==> src/rtl/spi_regif_pkg.sv <==
// Shared types and frame constants for the SPI register-access responder.
package spi_regif_pkg;

    typedef enum logic [2:0] {
        IDLE,
        ADDR,
        RD_WAIT,
        DATA_RD,
        DATA_WR,
        DONE_WR
    } state_t;

    localparam int AWIDTH_DEF  = 8;
    localparam int DWIDTH_DEF  = 16;
    localparam int FRAME_W     = AWIDTH_DEF + DWIDTH_DEF;
    localparam int RD_FLAG_BIT = AWIDTH_DEF - 1;
    localparam int RD_ACK_MAX  = 4;

    function automatic int frame_width(input int aw, input int dw);
        return aw + dw;
    endfunction

endpackage

==> src/rtl/spi_slave_regif_if.sv <==
// Register-bank side of the SPI responder: address/data strobes and read handshake.
interface spi_slave_regif_if #(
    parameter int AWIDTH = 8,
    parameter int DWIDTH = 16
) ();
    logic [AWIDTH-2:0] reg_addr;
    logic [DWIDTH-1:0] reg_wdata;
    logic              reg_wr;
    logic              reg_rd;
    logic [DWIDTH-1:0] reg_rdata;
    logic              reg_rd_ack;
    logic              frame_err;

    modport master (
        output reg_addr, reg_wdata, reg_wr, reg_rd, frame_err,
        input  reg_rdata, reg_rd_ack
    );

    modport slave (
        input  reg_addr, reg_wdata, reg_wr, reg_rd, frame_err,
        output reg_rdata, reg_rd_ack
    );
endinterface

==> src/rtl/spi_in_sync.sv <==
// Synchronises the asynchronous SPI pins into clk and produces registered edge pulses.
module spi_in_sync #(
    parameter int SYNC_STAGES = 2
) (
    input  logic clk,
    input  logic rst,
    input  logic spi_cs,
    input  logic spi_clk,
    input  logic spi_mosi,
    output logic mosi,
    output logic sck_rise,
    output logic sck_fall,
    output logic cs_fall,
    output logic cs_rise
);
    localparam int TOP = SYNC_STAGES - 1;

    logic [TOP:0] cs_p0;
    logic [TOP:0] sck_p0;
    logic [TOP:0] mosi_p0;
    logic [TOP:0] vld_p0;
    logic         cs_p1;
    logic         sck_p1;
    logic         armed;

    always_ff @(posedge clk) begin
        if (rst) begin
            cs_p0    <= '1;
            sck_p0   <= '0;
            mosi_p0  <= '0;
            vld_p0   <= '0;
            cs_p1    <= 1'b1;
            sck_p1   <= 1'b0;
            armed    <= 1'b0;
            mosi     <= 1'b0;
            sck_rise <= 1'b0;
            sck_fall <= 1'b0;
            cs_fall  <= 1'b0;
            cs_rise  <= 1'b0;
        end else begin
            // stage p0: metastability chain
            cs_p0   <= {cs_p0[TOP-1:0], spi_cs};
            sck_p0  <= {sck_p0[TOP-1:0], spi_clk};
            mosi_p0 <= {mosi_p0[TOP-1:0], spi_mosi};
            vld_p0  <= {vld_p0[TOP-1:0], 1'b1};
            // stage p1: edge detect; a CS already low when reset releases must not start a frame
            cs_p1    <= cs_p0[TOP];
            sck_p1   <= sck_p0[TOP];
            mosi     <= mosi_p0[TOP];
            if (vld_p0[TOP] && cs_p0[TOP])
                armed <= 1'b1;
            sck_rise <= !cs_p0[TOP] && !sck_p1 && sck_p0[TOP];
            sck_fall <= !cs_p0[TOP] && sck_p1 && !sck_p0[TOP];
            cs_fall  <= armed && cs_p1 && !cs_p0[TOP];
            cs_rise  <= !cs_p1 && cs_p0[TOP];
        end
    end
endmodule

==> src/rtl/spi_slave_regif.sv <==
// SPI mode-0 responder turning address+data frames into register-bank writes and reads.
module spi_slave_regif
    import spi_regif_pkg::*;
#(
    parameter int AWIDTH      = 8,
    parameter int DWIDTH      = 16,
    parameter int SYNC_STAGES = 2
) (
    input  logic              clk,
    input  logic              rst,
    input  logic              spi_cs,
    input  logic              spi_clk,
    input  logic              spi_mosi,
    output logic              spi_miso,
    output logic              spi_miso_oe,
    spi_slave_regif_if.master regs
);
    localparam int FRAME_BITS = frame_width(AWIDTH, DWIDTH);
    localparam int CNT_W      = $clog2(FRAME_BITS + 1);
    localparam int RD_FLAG    = AWIDTH - 1;
    localparam logic [CNT_W-1:0] ADDR_LAST  = CNT_W'(AWIDTH - 1);
    localparam logic [CNT_W-1:0] DATA_LAST  = CNT_W'(FRAME_BITS - 1);
    localparam logic [CNT_W-1:0] FRAME_DONE = CNT_W'(FRAME_BITS);

    logic              mosi;
    logic              sck_rise;
    logic              sck_fall;
    logic              cs_fall;
    logic              cs_rise;
    state_t            state;
    logic [CNT_W-1:0]  bit_cnt;
    logic [DWIDTH-2:0] shift_q;
    logic [DWIDTH-1:0] shift_in;
    logic [DWIDTH-1:0] tx_q;

    spi_in_sync #(.SYNC_STAGES(SYNC_STAGES)) u_sync (
        .clk      (clk),
        .rst      (rst),
        .spi_cs   (spi_cs),
        .spi_clk  (spi_clk),
        .spi_mosi (spi_mosi),
        .mosi     (mosi),
        .sck_rise (sck_rise),
        .sck_fall (sck_fall),
        .cs_fall  (cs_fall),
        .cs_rise  (cs_rise)
    );

    // Only the last DWIDTH bits are ever needed; address bits are taken before data overwrites them.
    assign shift_in = {shift_q, mosi};

    always_ff @(posedge clk) begin
        if (rst) begin
            state          <= IDLE;
            bit_cnt        <= '0;
            shift_q        <= '0;
            tx_q           <= '0;
            spi_miso       <= 1'b0;
            spi_miso_oe    <= 1'b0;
            regs.reg_addr  <= '0;
            regs.reg_wdata <= '0;
            regs.reg_wr    <= 1'b0;
            regs.reg_rd    <= 1'b0;
            regs.frame_err <= 1'b0;
        end else begin
            regs.reg_wr    <= 1'b0;
            regs.reg_rd    <= 1'b0;
            regs.frame_err <= 1'b0;
            if (cs_rise) begin
                spi_miso    <= 1'b0;
                spi_miso_oe <= 1'b0;
                state       <= IDLE;
                if (state == DONE_WR)
                    regs.reg_wr <= 1'b1;
                else if (state != IDLE && !(state == DATA_RD && bit_cnt == FRAME_DONE))
                    regs.frame_err <= 1'b1;
            end else if (cs_fall) begin
                regs.frame_err <= (state != IDLE);
                bit_cnt        <= '0;
                shift_q        <= '0;
                spi_miso       <= 1'b0;
                spi_miso_oe    <= 1'b1;
                state          <= ADDR;
            end else begin
                case (state)
                    ADDR: begin
                        if (sck_rise) begin
                            shift_q <= shift_in[DWIDTH-2:0];
                            bit_cnt <= bit_cnt + 1'b1;
                            if (bit_cnt == ADDR_LAST) begin
                                regs.reg_addr <= shift_in[AWIDTH-2:0];
                                if (shift_in[RD_FLAG]) begin
                                    regs.reg_rd <= 1'b1;
                                    state       <= RD_WAIT;
                                end else begin
                                    state <= DATA_WR;
                                end
                            end
                        end
                    end
                    RD_WAIT: begin
                        if (regs.reg_rd_ack) begin
                            tx_q  <= regs.reg_rdata;
                            state <= DATA_RD;
                        end else if (sck_fall) begin
                            tx_q           <= '0;
                            regs.frame_err <= 1'b1;
                            state          <= DATA_RD;
                        end
                    end
                    DATA_RD: begin
                        if (sck_rise && bit_cnt != FRAME_DONE) begin
                            shift_q <= shift_in[DWIDTH-2:0];
                            bit_cnt <= bit_cnt + 1'b1;
                        end
                        if (sck_fall) begin
                            spi_miso <= tx_q[DWIDTH-1];
                            tx_q     <= tx_q << 1;
                        end
                    end
                    DATA_WR: begin
                        if (sck_rise) begin
                            shift_q <= shift_in[DWIDTH-2:0];
                            bit_cnt <= bit_cnt + 1'b1;
                            if (bit_cnt == DATA_LAST) begin
                                regs.reg_wdata <= shift_in;
                                state          <= DONE_WR;
                            end
                        end
                    end
                    default: ;
                endcase
            end
        end
    end
endmodule

==> src/flat_wrapper.sv <==
// flat-port wrapper written by rule: the top's interface ports become plain ports
module spi_slave_regif_flat import spi_regif_pkg::*;
#(
    parameter int AWIDTH      = 8,
    parameter int DWIDTH      = 16,
    parameter int SYNC_STAGES = 2
)
  (clk, rst, spi_cs, spi_clk, spi_mosi, spi_miso, spi_miso_oe, regs_reg_addr, regs_reg_wdata, regs_reg_wr, regs_reg_rd, regs_frame_err, regs_reg_rdata, regs_reg_rd_ack);
  spi_slave_regif_if #(.AWIDTH(AWIDTH), .DWIDTH(DWIDTH)) regs_i ();
  input  logic clk;
  input  logic rst;
  input  logic spi_cs;
  input  logic spi_clk;
  input  logic spi_mosi;
  output logic spi_miso;
  output logic spi_miso_oe;
  output wire logic [$bits(regs_i.reg_addr)-1:0] regs_reg_addr;
  output wire logic [$bits(regs_i.reg_wdata)-1:0] regs_reg_wdata;
  output wire logic [$bits(regs_i.reg_wr)-1:0] regs_reg_wr;
  output wire logic [$bits(regs_i.reg_rd)-1:0] regs_reg_rd;
  output wire logic [$bits(regs_i.frame_err)-1:0] regs_frame_err;
  input wire logic [$bits(regs_i.reg_rdata)-1:0] regs_reg_rdata;
  input wire logic [$bits(regs_i.reg_rd_ack)-1:0] regs_reg_rd_ack;
  assign regs_reg_addr = regs_i.reg_addr;
  assign regs_reg_wdata = regs_i.reg_wdata;
  assign regs_reg_wr = regs_i.reg_wr;
  assign regs_reg_rd = regs_i.reg_rd;
  assign regs_frame_err = regs_i.frame_err;
  assign regs_i.reg_rdata = regs_reg_rdata;
  assign regs_i.reg_rd_ack = regs_reg_rd_ack;
  spi_slave_regif #(.AWIDTH(AWIDTH), .DWIDTH(DWIDTH), .SYNC_STAGES(SYNC_STAGES)) u_core (.clk(clk), .rst(rst), .spi_cs(spi_cs), .spi_clk(spi_clk), .spi_mosi(spi_mosi), .spi_miso(spi_miso), .spi_miso_oe(spi_miso_oe), .regs(regs_i));
endmodule
==> config.mk <==
export PLATFORM = sky130hd
export DESIGN_NAME = spi_slave_regif_flat
export DESIGN_NICKNAME = d
export VERILOG_FILES = /design/src/rtl/spi_regif_pkg.sv /design/src/rtl/spi_slave_regif_if.sv /design/src/rtl/spi_in_sync.sv /design/src/rtl/spi_slave_regif.sv /design/src/flat_wrapper.sv
export SDC_FILE = /design/constraint.sdc
export NUM_CORES = 1
export LEC_CHECK = 0
export CAP_MARGIN = 20
export CORE_ASPECT_RATIO = 0.5
export CORE_MARGIN = 4
export CORE_UTILIZATION = 42
export DETAILED_ROUTE_END_ITERATION = 8
export GPL_TIMING_DRIVEN = 0
export MAX_ROUTING_LAYER = met4
export PLACE_DENSITY = 0.67
export SKIP_LAST_GASP = 1
export SYNTH_ARGS = -nofsm -noshare
export SYNTH_HDL_FRONTEND = slang
export SYNTH_SLANG_ARGS = --single-unit
==> constraint.sdc <==
create_clock -name clk -period 1.84 [get_ports clk]
set_clock_uncertainty 0.1 [all_clocks]
set_input_delay 0.184 -clock clk [delete_from_list [all_inputs] [get_ports clk]]
set_output_delay 0.184 -clock clk [all_outputs]
set_load 0.05 [all_outputs]
Word level (Yosys, flattened, before mapping). Index checks and enable logic that the tools add are counted.

Register bits: 83. Output and inout bits: 28.

Add/subtract/negate cells: 1. Equality and inequality tests: 22. Multiplexer cells: 31. Bitwise operators: 5. Reductions and logical operators: 33.

Operator list (number): $mux 16 (3); $mux 15 (3); $pmux 16 s2 (1); $pmux 15 s2 (1); $mux 3 (7); $mux 5 (3); $reduce_and 5->1 (3); $ne 3x3->1 const B (4); $reduce_and 6->1 (2); $logic_and 1x1->1 (11); $mux 1 (11); $eq 5x5->1 const B (2); $pmux 5 s2 (1); $pmux 3 s3 (1); $reduce_bool 3->1 (3); $eq 3x2->1 const B (2); $eq 3x3->1 const B (2); $ne 2x2->1 const B (3); $ne 3x2->1 const B (2); $reduce_or 2->1 (3); $reduce_or 6->1 (1); $add 5x1->5 const B (1); $eq 5x3->1 const B (1); $logic_not 1->1 (5); other kinds (11) (16).

Logic depth before layout (Yosys ltp).
Word-level depth: 7. Mapped depth: 9. Gate-level depth less buffers: 7.

Hierarchy. Synthesis repeated with hierarchy kept, for this count alone.

Cells, all modules: 340. Area, all modules: 3246.9 µm².

Modules (own cells, without submodules): spi_slave_regif (instances 1, cells an instance 305, area each 2795.2 µm², sequential area each 1341.3 µm²); spi_in_sync (instances 1, cells an instance 35, area each 451.7 µm², sequential area each 320.3 µm²).

Worst setup path after synthesis. OpenSTA, ideal clock, no wires.

Kind: flip-flop to flip-flop. Start point: register u_core.bit_cnt[0]. End point: register u_core.shift_q[8]. Library setup time: 0.071 ns. Arrival: 1.753 ns. Data required time: 1.669 ns. Path slack: -0.084 ns. Stages on the path, launching flop included: 9. Cells stage by stage: dfxtp_1 inv_1 ha_1 and4b_1 o22ai_2 a21oi_2 clkbuf_2 or4b_1 a21oi_1.

Longest elaborated chain between the ends: 4.

Ends and longest elaborated chain: from (decl) (line spi_slave_regif.sv:31) `logic [CNT_W-1:0] bit_cnt;`; from (signal assigned) (line spi_slave_regif.sv:89) `bit_cnt <= bit_cnt + 1'b1;`; from (signal assigned) (line spi_slave_regif.sv:114) `bit_cnt <= bit_cnt + 1'b1;`; from (signal assigned) (line spi_slave_regif.sv:124) `bit_cnt <= bit_cnt + 1'b1;`; $ne 5x5->1 (line spi_slave_regif.sv:112) `if (sck_rise && bit_cnt != FRAME_DONE) begin`; $logic_and 1x1->1 (line spi_slave_regif.sv:112); $ne 3x3->1 (no line); $reduce_and 4->1 (no line); to (signal assigned) (line spi_slave_regif.sv:88) `shift_q <= shift_in[DWIDTH-2:0];`; to (signal assigned) (line spi_slave_regif.sv:113) `shift_q <= shift_in[DWIDTH-2:0];`; to (signal assigned) (line spi_slave_regif.sv:123) `shift_q <= shift_in[DWIDTH-2:0];`; to (decl) (line spi_slave_regif.sv:32) `logic [DWIDTH-2:0] shift_q;`.

Every way passes these cells. A chain may end at the register's enable or synchronous reset.

Worst setup path in the final report.
Start point: register u_core.bit_cnt[0]. End point: register u_core.bit_cnt[1].

Longest elaborated chain between the ends: 4. Elaborated cells on any way between the ends: 9. Those cells by class: add/sub (1); eq/ne (2); mux (4); reduce/logical (2).

Ends and longest elaborated chain (line): $add 5x1->5 or $ne 5x5->1 (tied branches); $mux 5 (tied with other cells) (spi_slave_regif.sv:87, spi_slave_regif.sv:122); $pmux 5 s2 or $ne 3x3->1 (tied branches); $mux 5 or $reduce_and 4->1 (tied branches).

Parallel ways exist; a longest one is shown, timed or not. The select of a mux whose other input is x is not followed.

==> results_dict.tcl <==
set metrics [dict create \
    first_global_vias 2915 \
    cts-root-buf "clkbuf_16" \
    hold_violations 0 \
    diodes 0 \
    startpoint_type "register" \
    synthCells 372 \
    drc 0 \
    fin_crit_sh_pct 111.9 \
    worstMarginPinSlew_ns 0.5495 \
    grt-ovfl-total 0 \
    period_needed_ns 2.060 \
    rsz0062_at_grt "yes" \
    final_nets 461 \
    routabilityCongestion 0.8337 \
    drt_first_iter_violations 124 \
    min_path_cells 3 \
    synth_edf_count 0 \
    finalSetupTns_ns -5.455 \
    final_common_cell "dfxtp_1" \
    synthSimpleGateAreaFrac_pct 24.38 \
    drive_gt1_share_pct 17.42 \
    muxShareOfSynthArea_pct 7.103 \
    path_delay_family "simple AND/OR/NAND/NOR gates" \
    critPathRequiredTime_ns 2.00 \
    viasPerCell 5.315 \
    grt_max_degree 18 \
    coreArea_um2 7570 \
    place_hpwl_mm 5.765 \
    yosys.area_share.xor_xnor_pct 0.2590 \
    synth_top_family_by_area "simple AND/OR/NAND/NOR gates" \
    cp-end-kind "register" \
    status "finished with violations" \
    r2r_setup_slack_ns -0.22 \
    violations "setup timing" \
    path_cells "inv_4 > ha_4 > and4b_2 > o22ai_4 > a21oi_4 > buf_8 > or4b_1 > a21oi_1" \
    reg2reg_depth 8 \
    cts_htree_levels 3 \
    grt_pass1_wl_mm 13.72 \
    worst_path_max_delay_cell "or4b_1" \
    maxSlewHeadroom_pct 63.36 \
    die_x_um 134.9 \
    hold_class "in2reg" \
    final_antenna_net_count 0 \
    die_h_um 71.45 \
    p_leak_nw 1.753 \
    place_ws_ns -0.3315 \
    power_density_nw_per_um2 827.7 \
    cts.sinks 83 \
    ys_types 44 \
    vdd_drop_max_mv 0.6292 \
    async_flop_share_pct 0 \
    cts_tree "done" \
    cp_data_arrival_time_ns 2.22 \
    slowest_delay_ns 0.47 \
    start_util_pct 44.68 \
    r2r_end "u_core.bit_cnt[1]" \
    antenna_found_initial 0 \
    ios 50 \
    track_usage_pct 18.17 \
    maxCapViolCount 0 \
    avgSynthCellArea_um2 9.091 \
    hp-start "regs_reg_rd_ack" \
    design_area_um2 4578 \
    dpl_cell_area_um2 4010 \
    synth_seq_cells 83 \
    mostFrequentLayoutCells "dfxtp_1 (79), nor2_1 (47), clkdlybuf4s50_1 (47)" \
    hold_path_end "u_core.tx_q[15]" \
    firstDrtPassIters 4 \
    path_class "reg2reg" \
    die_area_um2 9639 \
    synth_ff_type "dfxtp_1" \
    seq_area_frac_synth_pct 49.13 \
    num_vias 2923 \
    power_mw 3.789 \
    avgRoutedWirePerCell_um 15.31 \
    holdWs_ns 0.2300 \
    syn_nets 396 \
    setup_ws_ns -0.2195 \
    mappedNetlistArea_um2 3382 \
    area_growth_pct 35.37 \
    synth_fa_ha_area_share_pct 0.7399 \
    r2r-start "u_core.bit_cnt[0]" \
    synth_warnings 0 \
    crit_fanout 5 \
    portBuffers 48 \
    cts_buffer_depth 2 \
    clkTransAtPathRegs_ns 0.07 \
    cts_made_buffers 9 \
    maxSlewViolCount 0 \
    rows 22 \
    clock.fmax_mhz 485.5 \
    setup_viol 37 \
    drt-total-wl_mm 8.420 \
    clock_latency_ns 0.34 \
    cp_num_buf_inv 2 \
    synth-compound-area-share_pct 13.17 \
]
stage by stage:
stage	instances	util (%)
final	550	60.48
after global routing	550	60.48
after CTS	548	58.51
after detailed placement	528	52.98
after global placement	528	52.98
after floorplan	372	-
layer usage:
layer	track usage, %	wire length (µm)	share of wire [%]
met1	22.84	4078	48
met2	28.72	3798	45
met3	5.470	461	5.5
met4	4.853	82	0.97
met5	-	0	0
cells in the mapped netlist, drive strengths merged, types with 4 or more instances:
| master | n | area share, % |
|---|---|---|
| dfxtp | 83 | 49 |
| nor2 | 49 | 5.4 |
| a21oi | 27 | 4.1 |
| mux2i | 24 | 7.1 |
| nand2 | 23 | 2.6 |
| nand3 | 23 | 3.4 |
| clkbuf | 21 | 2.4 |
| o21ai | 19 | 2.8 |
| or4b | 16 | 4.7 |
| a311oi | 15 | 3.9 |
| buf | 13 | 2.2 |
| nor2b | 9 | 1.7 |
| inv | 6 | 0.67 |
| or4 | 5 | 1.1 |
| a31oi | 4 | 0.74 |
| nor3 | 4 | 0.59 |
| nor3b | 4 | 0.89 |
registers in the layout, summed over array words and instances (netlist names):
register	flops
u_core.regs.reg_rd	1
u_core.u_sync.mosi_p0	2
u_core.tx_q	16
u_core.u_sync.sck_p0	2
u_core.u_sync.sck_p1	1
u_core.u_sync.vld_p0	2
u_core.u_sync.cs_fall	1
u_core.u_sync.sck_rise	1
u_core.spi_miso	1
u_core.state	3
u_core.regs.reg_addr	7
u_core.spi_miso_oe	1
u_core.bit_cnt	5
u_core.u_sync.cs_p0	2
u_core.u_sync.sck_fall	1
u_core.regs.reg_wdata	16
u_core.regs.reg_wr	1
u_core.u_sync.cs_p1	1
u_core.shift_q	15
u_core.u_sync.mosi	1
u_core.regs.frame_err	1
u_core.u_sync.cs_rise	1
u_core.u_sync.armed	1
report_power, final:
group          internal (mW)  switching (mW)  total (mW)
clock network           1.07           0.768        1.84
registers               1.81         0.00718        1.82
logic                 0.0625          0.0691       0.132
kinds of logic after synthesis:
group	after synthesis
simple gates	151
flops	83
fa+ha+maj	2
compound gates	71
xor+xnor	1
mux	24
buf+inv	40
how the worst max path moves through the flow:
stage | from | endpoint | cells past startpoint
floorplan | u_core.bit_cnt[0] | u_core.shift_q[8] | 8
global placement | u_core.bit_cnt[1] | u_core.shift_q[1] | 8
detailed placement | u_core.bit_cnt[1] | u_core.shift_q[1] | 8
CTS | u_core.bit_cnt[0] | u_core.shift_q[5] | 8
global route | u_core.bit_cnt[0] | u_core.shift_q[6] | 8
finish | u_core.bit_cnt[0] | u_core.bit_cnt[1] | 8
cell type report:
cell class | instances | area (µm²)
fillers | 645 | 2992
multi-input cells | 249 | 1690
inverters | 6 | 25.02
flip-flops and latches | 83 | 1669
well taps | 108 | 135.1
plain buffers | 31 | 191.4
clock buffers | 9 | 225.2
repair buffers | 57 | 558.0
clock inverters | 7 | 83.83
worst register-to-register path: stages, from the launching register on:
cell and delay (ns):
dfxtp_4 0.38, inv_4 0.04, ha_4 0.14, and4b_2 0.25, o22ai_4 0.17, a21oi_4 0.13, buf_8 0.16, or4b_1 0.47
a21oi_1 0.15
repair_timing:
action / CTS / global route
buffers inserted: 6 / 2
pin swaps: 12 / 11
resized for setup: 22 / 38
cloned: 1 / 0
hold buffers: 0 / 0
endpoints found under the setup margin: 61 / 64
(Power assumes the default switching activity.)
